<file path="src/rtl/ex_types_pkg.sv">
// Shared execute-stage types: operation encoding, register-number width and
// the multiply sequencer states.
package ex_types_pkg;

  localparam int EXOP_W = 4;
  localparam int REG_W  = 5;

  typedef enum logic [EXOP_W-1:0] {
    OP_ADD  = 4'd0,
    OP_SUB  = 4'd1,
    OP_AND  = 4'd2,
    OP_OR   = 4'd3,
    OP_XOR  = 4'd4,
    OP_NOR  = 4'd5,
    OP_SLT  = 4'd6,
    OP_SLTU = 4'd7,
    OP_SLL  = 4'd8,
    OP_SRL  = 4'd9,
    OP_LUI  = 4'd10,
    OP_MUL  = 4'd11
  } exop_t;

  typedef enum logic [0:0] {
    ST_IDLE = 1'b0,
    ST_MUL  = 1'b1
  } mul_state_t;

endpackage

</file>
<file path="src/rtl/ex_mul_unit.sv">
// Multi-cycle multiplier sequencer: latches operands on start, counts out the
// latency (holding while frozen) and pulses done on the final cycle.
module ex_mul_unit
  import ex_types_pkg::*;
#(
  parameter int DATA_W  = 32,
  parameter int MUL_LAT = 4
) (
  input  logic              clk_i,
  input  logic              rst_ni,
  input  logic              start_i,
  input  logic              abort_i,
  input  logic              freeze_i,
  input  logic [DATA_W-1:0] a_i,
  input  logic [DATA_W-1:0] b_i,
  output logic              busy_o,
  output logic              done_o,
  output logic [DATA_W-1:0] prod_o
);

  localparam int               CNT_W    = (MUL_LAT > 1) ? $clog2(MUL_LAT) : 1;
  localparam logic [CNT_W-1:0] CNT_LAST = CNT_W'(MUL_LAT - 1);

  mul_state_t        state_q;
  logic [CNT_W-1:0]  cnt_q;
  logic [DATA_W-1:0] a_q;
  logic [DATA_W-1:0] b_q;

  // Sequencer: the accept cycle counts as step 0, so the counter starts at 1.
  always_ff @(posedge clk_i or negedge rst_ni) begin
    if (!rst_ni) begin
      state_q <= ST_IDLE;
      cnt_q   <= {CNT_W{1'b0}};
      a_q     <= {DATA_W{1'b0}};
      b_q     <= {DATA_W{1'b0}};
    end else if (abort_i) begin
      state_q <= ST_IDLE;
      cnt_q   <= {CNT_W{1'b0}};
    end else if (!freeze_i) begin
      case (state_q)
        ST_IDLE: begin
          if (start_i) begin
            state_q <= ST_MUL;
            cnt_q   <= CNT_W'(1);
            a_q     <= a_i;
            b_q     <= b_i;
          end
        end
        ST_MUL: begin
          if (cnt_q == CNT_LAST) begin
            state_q <= ST_IDLE;
            cnt_q   <= {CNT_W{1'b0}};
          end else begin
            cnt_q <= cnt_q + CNT_W'(1);
          end
        end
        default: begin
          state_q <= ST_IDLE;
          cnt_q   <= {CNT_W{1'b0}};
        end
      endcase
    end
  end

  assign busy_o = (state_q == ST_MUL);
  assign done_o = busy_o && (cnt_q == CNT_LAST) && !abort_i && !freeze_i;
  assign prod_o = a_q * b_q;

endmodule

</file>
<file path="src/rtl/ex_fwd_stage.sv">
// Execute stage: priority operand forwarding over FWD_SRCS producers, ALU,
// multi-cycle multiply and the EX/MEM register with stall and deferred flush.
module ex_fwd_stage
  import ex_types_pkg::*;
#(
  parameter int DATA_W   = 32,
  parameter int FWD_SRCS = 2,
  parameter int MUL_LAT  = 4,
  parameter int CTRL_W   = 12
) (
  input  logic                       CLK,
  input  logic                       nRST,
  input  logic                       in_valid,
  output logic                       ex_ready,
  input  logic                       mem_stall,
  input  logic                       flush,
  input  exop_t                      exop,
  input  logic                       immtype,
  input  logic [DATA_W-1:0]          portA,
  input  logic [DATA_W-1:0]          portB,
  input  logic [DATA_W-1:0]          extOut,
  input  logic [REG_W-1:0]           rs,
  input  logic [REG_W-1:0]           rt,
  input  logic [REG_W-1:0]           wreg,
  input  logic [CTRL_W-1:0]          ctrl_in,
  input  logic [FWD_SRCS-1:0]        fwd_wen,
  input  logic [FWD_SRCS*REG_W-1:0]  fwd_wreg,
  input  logic [FWD_SRCS*DATA_W-1:0] fwd_data,
  output logic                       valid_r,
  output logic [DATA_W-1:0]          portOut_r,
  output logic                       Zero_r,
  output logic [DATA_W-1:0]          dstore_r,
  output logic [REG_W-1:0]           wreg_r,
  output logic [CTRL_W-1:0]          ctrl_r,
  output logic                       busy
);

  localparam bit MUL_MULTI = (MUL_LAT > 1) ? 1'b1 : 1'b0;

  logic [FWD_SRCS-1:0] hit_a_s;
  logic [FWD_SRCS-1:0] hit_b_s;
  logic [DATA_W-1:0]   src_data_s [FWD_SRCS];
  logic [DATA_W-1:0]   fwd_a_s, fwd_b_s, opb_s, alu_res_s, mul_prod_s;
  logic                is_mul_multi_s, accept_s, kill_s, mul_start_s, mul_done_s;
  logic                flush_pend_q;
  logic [REG_W-1:0]    mul_wreg_q;
  logic [CTRL_W-1:0]   mul_ctrl_q;
  logic [DATA_W-1:0]   mul_dstore_q;
  logic                valid_d, zero_d;
  logic [DATA_W-1:0]   res_d, dstore_d;
  logic [REG_W-1:0]    wreg_d;
  logic [CTRL_W-1:0]   ctrl_d;

  for (genvar i = 0; i < FWD_SRCS; i++) begin : g_fwd
    assign src_data_s[i] = fwd_data[i*DATA_W +: DATA_W];
    assign hit_a_s[i]    = fwd_wen[i] && (rs != {REG_W{1'b0}}) &&
                           (fwd_wreg[i*REG_W +: REG_W] == rs);
    assign hit_b_s[i]    = fwd_wen[i] && (rt != {REG_W{1'b0}}) &&
                           (fwd_wreg[i*REG_W +: REG_W] == rt);
  end

  // Priority pick: scanning oldest to youngest lets the lowest index win.
  always_comb begin
    fwd_a_s = portA;
    fwd_b_s = portB;
    for (int i = FWD_SRCS - 1; i >= 0; i--) begin
      fwd_a_s = hit_a_s[i] ? src_data_s[i] : fwd_a_s;
      fwd_b_s = hit_b_s[i] ? src_data_s[i] : fwd_b_s;
    end
  end

  assign opb_s          = immtype ? extOut : fwd_b_s;
  assign ex_ready       = !busy && !mem_stall;
  assign accept_s       = in_valid && ex_ready;
  assign kill_s         = !mem_stall && (flush || flush_pend_q);
  assign is_mul_multi_s = MUL_MULTI && (exop == OP_MUL);
  assign mul_start_s    = accept_s && is_mul_multi_s && !kill_s;

  // ALU result for single-cycle operations.
  always_comb begin
    alu_res_s = {DATA_W{1'b0}};
    case (exop)
      OP_ADD:  alu_res_s = fwd_a_s + opb_s;
      OP_SUB:  alu_res_s = fwd_a_s - opb_s;
      OP_AND:  alu_res_s = fwd_a_s & opb_s;
      OP_OR:   alu_res_s = fwd_a_s | opb_s;
      OP_XOR:  alu_res_s = fwd_a_s ^ opb_s;
      OP_NOR:  alu_res_s = ~(fwd_a_s | opb_s);
      OP_SLT:  alu_res_s = {{(DATA_W-1){1'b0}}, ($signed(fwd_a_s) < $signed(opb_s))};
      OP_SLTU: alu_res_s = {{(DATA_W-1){1'b0}}, (fwd_a_s < opb_s)};
      OP_SLL:  alu_res_s = fwd_a_s << opb_s[4:0];
      OP_SRL:  alu_res_s = fwd_a_s >> opb_s[4:0];
      OP_LUI:  alu_res_s = opb_s << 5'd16;
      OP_MUL:  alu_res_s = fwd_a_s * opb_s;
      default: alu_res_s = {DATA_W{1'b0}};
    endcase
  end

  ex_mul_unit #(
    .DATA_W  (DATA_W),
    .MUL_LAT (MUL_LAT)
  ) u_mul (
    .clk_i    (CLK),
    .rst_ni   (nRST),
    .start_i  (mul_start_s),
    .abort_i  (kill_s),
    .freeze_i (mem_stall),
    .a_i      (fwd_a_s),
    .b_i      (opb_s),
    .busy_o   (busy),
    .done_o   (mul_done_s),
    .prod_o   (mul_prod_s)
  );

  // A flush that arrives while MEM is stalled must survive until the stall lifts.
  always_ff @(posedge CLK or negedge nRST) begin
    if (!nRST) begin
      flush_pend_q <= 1'b0;
    end else if (mem_stall) begin
      flush_pend_q <= flush_pend_q | flush;
    end else begin
      flush_pend_q <= 1'b0;
    end
  end

  // Side-band of an in-flight multiply, replayed into EX/MEM with the product.
  always_ff @(posedge CLK or negedge nRST) begin
    if (!nRST) begin
      mul_wreg_q   <= {REG_W{1'b0}};
      mul_ctrl_q   <= {CTRL_W{1'b0}};
      mul_dstore_q <= {DATA_W{1'b0}};
    end else if (mul_start_s) begin
      mul_wreg_q   <= wreg;
      mul_ctrl_q   <= ctrl_in;
      mul_dstore_q <= fwd_b_s;
    end
  end

  // EX/MEM next state; anything not producing a result becomes an all-zero bubble.
  always_comb begin
    valid_d  = 1'b0;
    res_d    = {DATA_W{1'b0}};
    dstore_d = {DATA_W{1'b0}};
    wreg_d   = {REG_W{1'b0}};
    ctrl_d   = {CTRL_W{1'b0}};
    if (kill_s) begin
      valid_d = 1'b0;
    end else if (busy) begin
      if (mul_done_s) begin
        valid_d  = 1'b1;
        res_d    = mul_prod_s;
        dstore_d = mul_dstore_q;
        wreg_d   = mul_wreg_q;
        ctrl_d   = mul_ctrl_q;
      end else begin
        valid_d = 1'b0;
      end
    end else if (in_valid && !is_mul_multi_s) begin
      valid_d  = 1'b1;
      res_d    = alu_res_s;
      dstore_d = fwd_b_s;
      wreg_d   = wreg;
      ctrl_d   = ctrl_in;
    end else begin
      valid_d = 1'b0;
    end
  end

  assign zero_d = valid_d && (res_d == {DATA_W{1'b0}});

  // EX/MEM pipeline register, held while MEM is stalled.
  always_ff @(posedge CLK or negedge nRST) begin
    if (!nRST) begin
      valid_r   <= 1'b0;
      portOut_r <= {DATA_W{1'b0}};
      Zero_r    <= 1'b0;
      dstore_r  <= {DATA_W{1'b0}};
      wreg_r    <= {REG_W{1'b0}};
      ctrl_r    <= {CTRL_W{1'b0}};
    end else if (!mem_stall) begin
      valid_r   <= valid_d;
      portOut_r <= res_d;
      Zero_r    <= zero_d;
      dstore_r  <= dstore_d;
      wreg_r    <= wreg_d;
      ctrl_r    <= ctrl_d;
    end
  end

endmodule

</file>
<file path="config.mk">
export PLATFORM = sky130hd
export DESIGN_NAME = ex_fwd_stage
export DESIGN_NICKNAME = d
export VERILOG_FILES = /design/src/rtl/ex_types_pkg.sv /design/src/rtl/ex_mul_unit.sv /design/src/rtl/ex_fwd_stage.sv
export SDC_FILE = /design/constraint.sdc
export NUM_CORES = 2
export LEC_CHECK = 0
export BUFFER_PORTS_ARGS = -buffer_cell sky130_fd_sc_hd__buf_2
export CAP_MARGIN = 0
export CORE_ASPECT_RATIO = 1.2
export CORE_UTILIZATION = 35
export DETAILED_ROUTE_END_ITERATION = 16
export GPL_TIMING_DRIVEN = 1
export SLEW_MARGIN = 20
export SYNTH_ARGS = -nofsm -noshare
export SYNTH_HDL_FRONTEND = slang
export SYNTH_SLANG_ARGS = --single-unit
</file>
<file path="constraint.sdc">
create_clock -name CLK -period 11.2 [get_ports CLK]
set_input_delay 1.68 -clock CLK [delete_from_list [all_inputs] [get_ports CLK]]
set_output_delay 1.68 -clock CLK [all_outputs]
set_load 0.05 [all_outputs]
</file>
==> flow_metrics.tcl <==
set metrics [dict create \
    final-max-slew-violation-count 0 \
    path_max_fanout 10 \
    slowest_library_cell_on_the_worst_path "sky130_fd_sc_hd__fa_1" \
    htree_levels 4 \
    placed_area_um2 56200 \
    number_of_sinks_on_the_clock_net 200 \
    critPathLaunchType "input pin" \
    power.leakage_nw 27.9 \
    grt_pass1_wl_mm 341 \
    coreArea_um2 139000 \
    cts_root_buf "sky130_fd_sc_hd__clkbuf_16" \
    track_usage_pct 33.4 \
    synth_ff_type "sky130_fd_sc_hd__dfrtp_1" \
    post-route-cell-area_um2 56900 \
    worst_skew_ps 38.7 \
    status "finished, final reports clean" \
    grt_pass1_vias 49200 \
    io_pins 294 \
    reg2reg_to "Zero_r$_DFFE_PN0N_" \
    critPathRequiredTime_ps 11650 \
    synth-seq-cells 200 \
    clock_tree_from_tritoncts "done" \
    asyncSetResetFlopFracSynth_pct 100 \
    cp_common_cell "sky130_fd_sc_hd__fa_1" \
    seq_area_frac_synth_pct 10.2 \
    cts.clk_slew.worst_paths_ps 90 \
    worstMarginPinSlew_ps 1150 \
    syn_area_per_cell_um2 8.20 \
    r2r_slack_ps 1790 \
    finalCriticalPeriod_ps 11060 \
    finalSetupViolCount 0 \
    hold_viol_final 0 \
    power_density_nw_per_um2 363 \
    synth_enable_flop_cells 0 \
    hold_start "valid_r$_DFFE_PN0N_" \
    worstHoldPathType "reg2reg" \
    crit_type "in2reg" \
    synth.lib_cells_used.distinct 91 \
    post_drt_via_cell_ratio 5.69 \
    relSlewSlack_pct 22.7 \
    area_growth_pct 16.0 \
    fin_worst_hold_slack_ps 486 \
    max_freq_mhz 90.4 \
    drt_pass_1_iters 7 \
    vdd_ir_drop_max_uv 1400 \
    fp.dieH_um 412 \
    fp.dieArea_um2 142000 \
    endpoint_kind "flip-flop" \
    max_cap_violations 0 \
    grt_antenna_before_repair 15 \
    cp.arrival_ps 11520 \
    ys_warn_count 0 \
    worstHoldEndpoint "valid_r$_DFFE_PN0N_" \
    post-dp-hpwl_mm 195 \
    detailedRoute.firstIterationViolations 4375 \
    io_buffer_count 293 \
    final_antenna_net_count 0 \
    netlist_area_um2 49100 \
    cts.path.max_buffers 2 \
    tritoncts.num_buffers 17 \
    dp.cells 8258 \
    gp_routability_congestion 1.06 \
    rr_worst_depth 30 \
    reg2reg_launch_point "u_mul.a_q[4]$_DFFE_PN0P_" \
    hold_path_depth 2 \
    starting_density_of_the_core_pct 35.2 \
    globalRouteOverflowTotal 0 \
    dieWidth_um 344 \
    std_cell_rows 150 \
    synth_net_count 7351 \
    stdcell_count 8300 \
    fin_total_pwr_mw 20.7 \
    final_net_count 7825 \
    via_count 47200 \
    remaining_drc_errors 0 \
    largest_net_degree_at_the_start_of_global_routing 94 \
    post_synth_inst_count 5980 \
    critPathMaxStageDelay_ps 620 \
    wl_per_cell_um 28.2 \
    drive_gt1_share_pct 16.1 \
    fin_crit_sh_pct 98.8 \
    wl_mm 234 \
    clkLatencyLatePin_ps 580 \
]
final cells by class:
class                   count  area [um2]
inverters                 998        3750
multi-input cells        4406       39100
clock buffers              17         425
diodes                      9        22.5
repair buffers            831        6090
flip-flops and latches    200        5010
fillers                 14200       82400
well taps                1824        2280
clock inverters            15         228
cells in the mapped netlist (47+ instances only):
master | n | share of area (%)
sky130_fd_sc_hd__inv_1 | 980 | 7.5
sky130_fd_sc_hd__nand2_1 | 934 | 7.1
sky130_fd_sc_hd__fa_1 | 818 | 33
sky130_fd_sc_hd__nor2_1 | 432 | 3.3
sky130_fd_sc_hd__ha_1 | 344 | 8.8
sky130_fd_sc_hd__clkbuf_1 | 313 | 2.4
sky130_fd_sc_hd__o21ai_0 | 296 | 3.0
sky130_fd_sc_hd__dfrtp_1 | 200 | 10
sky130_fd_sc_hd__a21oi_1 | 175 | 1.8
sky130_fd_sc_hd__and2_1 | 150 | 1.9
sky130_fd_sc_hd__nand3_1 | 117 | 1.2
sky130_fd_sc_hd__mux2i_1 | 97 | 2.0
sky130_fd_sc_hd__xnor2_1 | 93 | 1.7
sky130_fd_sc_hd__nor3_1 | 80 | 0.82
sky130_fd_sc_hd__mux2_2 | 62 | 1.4
sky130_fd_sc_hd__a31oi_1 | 59 | 0.75
sky130_fd_sc_hd__o211ai_1 | 59 | 0.90
sky130_fd_sc_hd__nand4_1 | 55 | 0.70
sky130_fd_sc_hd__o31ai_1 | 47 | 0.72
cells by family after synthesis:
| group | synth area share, % |
|---|---|
| simple gates | 16.9 |
| buf+inv | 10.6 |
| fa+ha+maj | 42.2 |
| compound gates | 14.3 |
| flops | 10.2 |
| mux | 3.49 |
| xor+xnor | 2.29 |
what timing repair did:
item,CTS,global route
resized for setup,1,29
buffers inserted,0,2
endpoints found under the setup margin,2,2
pin swaps,1,7
hold buffers,0,0
per-layer routing:
layer / global-route usage [%] / part of all wire (%)
met5: 0 / 0.039
met1: 40.0 / 38
met4: 22.6 / 8.3
met2: 54.6 / 46
met3: 5.93 / 7.7
state kept, by name, summed over array words and instances, names as in the netlist, 2 cells and up:
signal        cells
dstore_r         32
mul_dstore_q     32
portOut_r        32
u_mul.a_q        32
u_mul.b_q        32
ctrl_r           12
mul_ctrl_q       12
mul_wreg_q        5
wreg_r            5
u_mul.cnt_q       2
worst max-delay path, delay by kind of cell:
family | cells | cell delay [ps]
fa+ha+maj | 10 | 4870
buf+inv | 8 | 1090
compound gates | 10 | 2040
xor+xnor | 1 | 170
simple gates | 5 | 1140
mux | 2 | 480
where the power goes:
group          switching, mW  internal, mW  leakage [nW]  total [mW]
Sequential             0.144         0.797          2.71       0.941
Clock                  0.420         0.315         0.308       0.734
Combinational           10.4          8.57          24.8        19.0
Total                   11.0          9.69          27.9        20.7
worst max-delay path by stage:
stage                from                  to
floorplan           rt[3]  Zero_r$_DFFE_PN0N_
global placement    rt[2]  Zero_r$_DFFE_PN0N_
detailed placement  rt[2]  Zero_r$_DFFE_PN0N_
CTS                 rt[2]  Zero_r$_DFFE_PN0N_
global route        rt[2]  Zero_r$_DFFE_PN0N_
finish              rt[2]  Zero_r$_DFFE_PN0N_
layout by cell type (no fill, tap or decap), types with 26 or more instances in the layout:
| cell | n |
|---|---|
| sky130_fd_sc_hd__a21oi_1 | 173 |
| sky130_fd_sc_hd__buf_4 | 492 |
| sky130_fd_sc_hd__nand2_1 | 929 |
| sky130_fd_sc_hd__o211ai_1 | 59 |
| sky130_fd_sc_hd__inv_1 | 980 |
| sky130_fd_sc_hd__xor2_1 | 35 |
| sky130_fd_sc_hd__a211oi_1 | 38 |
| sky130_fd_sc_hd__mux2_2 | 62 |
| sky130_fd_sc_hd__and2_1 | 149 |
| sky130_fd_sc_hd__nand4_1 | 55 |
| sky130_fd_sc_hd__a221oi_1 | 42 |
| sky130_fd_sc_hd__o31ai_1 | 44 |
| sky130_fd_sc_hd__a31oi_1 | 48 |
| sky130_fd_sc_hd__fa_1 | 817 |
| sky130_fd_sc_hd__nor2_1 | 425 |
| sky130_fd_sc_hd__buf_12 | 45 |
| sky130_fd_sc_hd__nand3_1 | 117 |
| sky130_fd_sc_hd__nand2b_1 | 31 |
| sky130_fd_sc_hd__a21o_1 | 31 |
| sky130_fd_sc_hd__mux2i_1 | 93 |
| sky130_fd_sc_hd__xnor2_1 | 93 |
| sky130_fd_sc_hd__o22ai_1 | 26 |
| sky130_fd_sc_hd__nor3_1 | 77 |
| sky130_fd_sc_hd__buf_2 | 291 |
| sky130_fd_sc_hd__dfrtp_1 | 198 |
| sky130_fd_sc_hd__ha_1 | 344 |
| sky130_fd_sc_hd__o21ai_0 | 285 |
| sky130_fd_sc_hd__o21ai_1 | 26 |
stage by stage:
stage | setup TNS [ps] | utilization, % | setup WS (ps)
6_report | 0 | 40.9 | 136
3_5_place_dp | -1230 | 40.3 | -644
2_1_floorplan | 0 | - | 9.18
3_3_place_gp | -1270 | 40.3 | -673
4_1_cts | 0 | 40.8 | 26.3
5_1_grt | -14.9 | 40.8 | -14.9
Power figures use the tool's default switching activity.
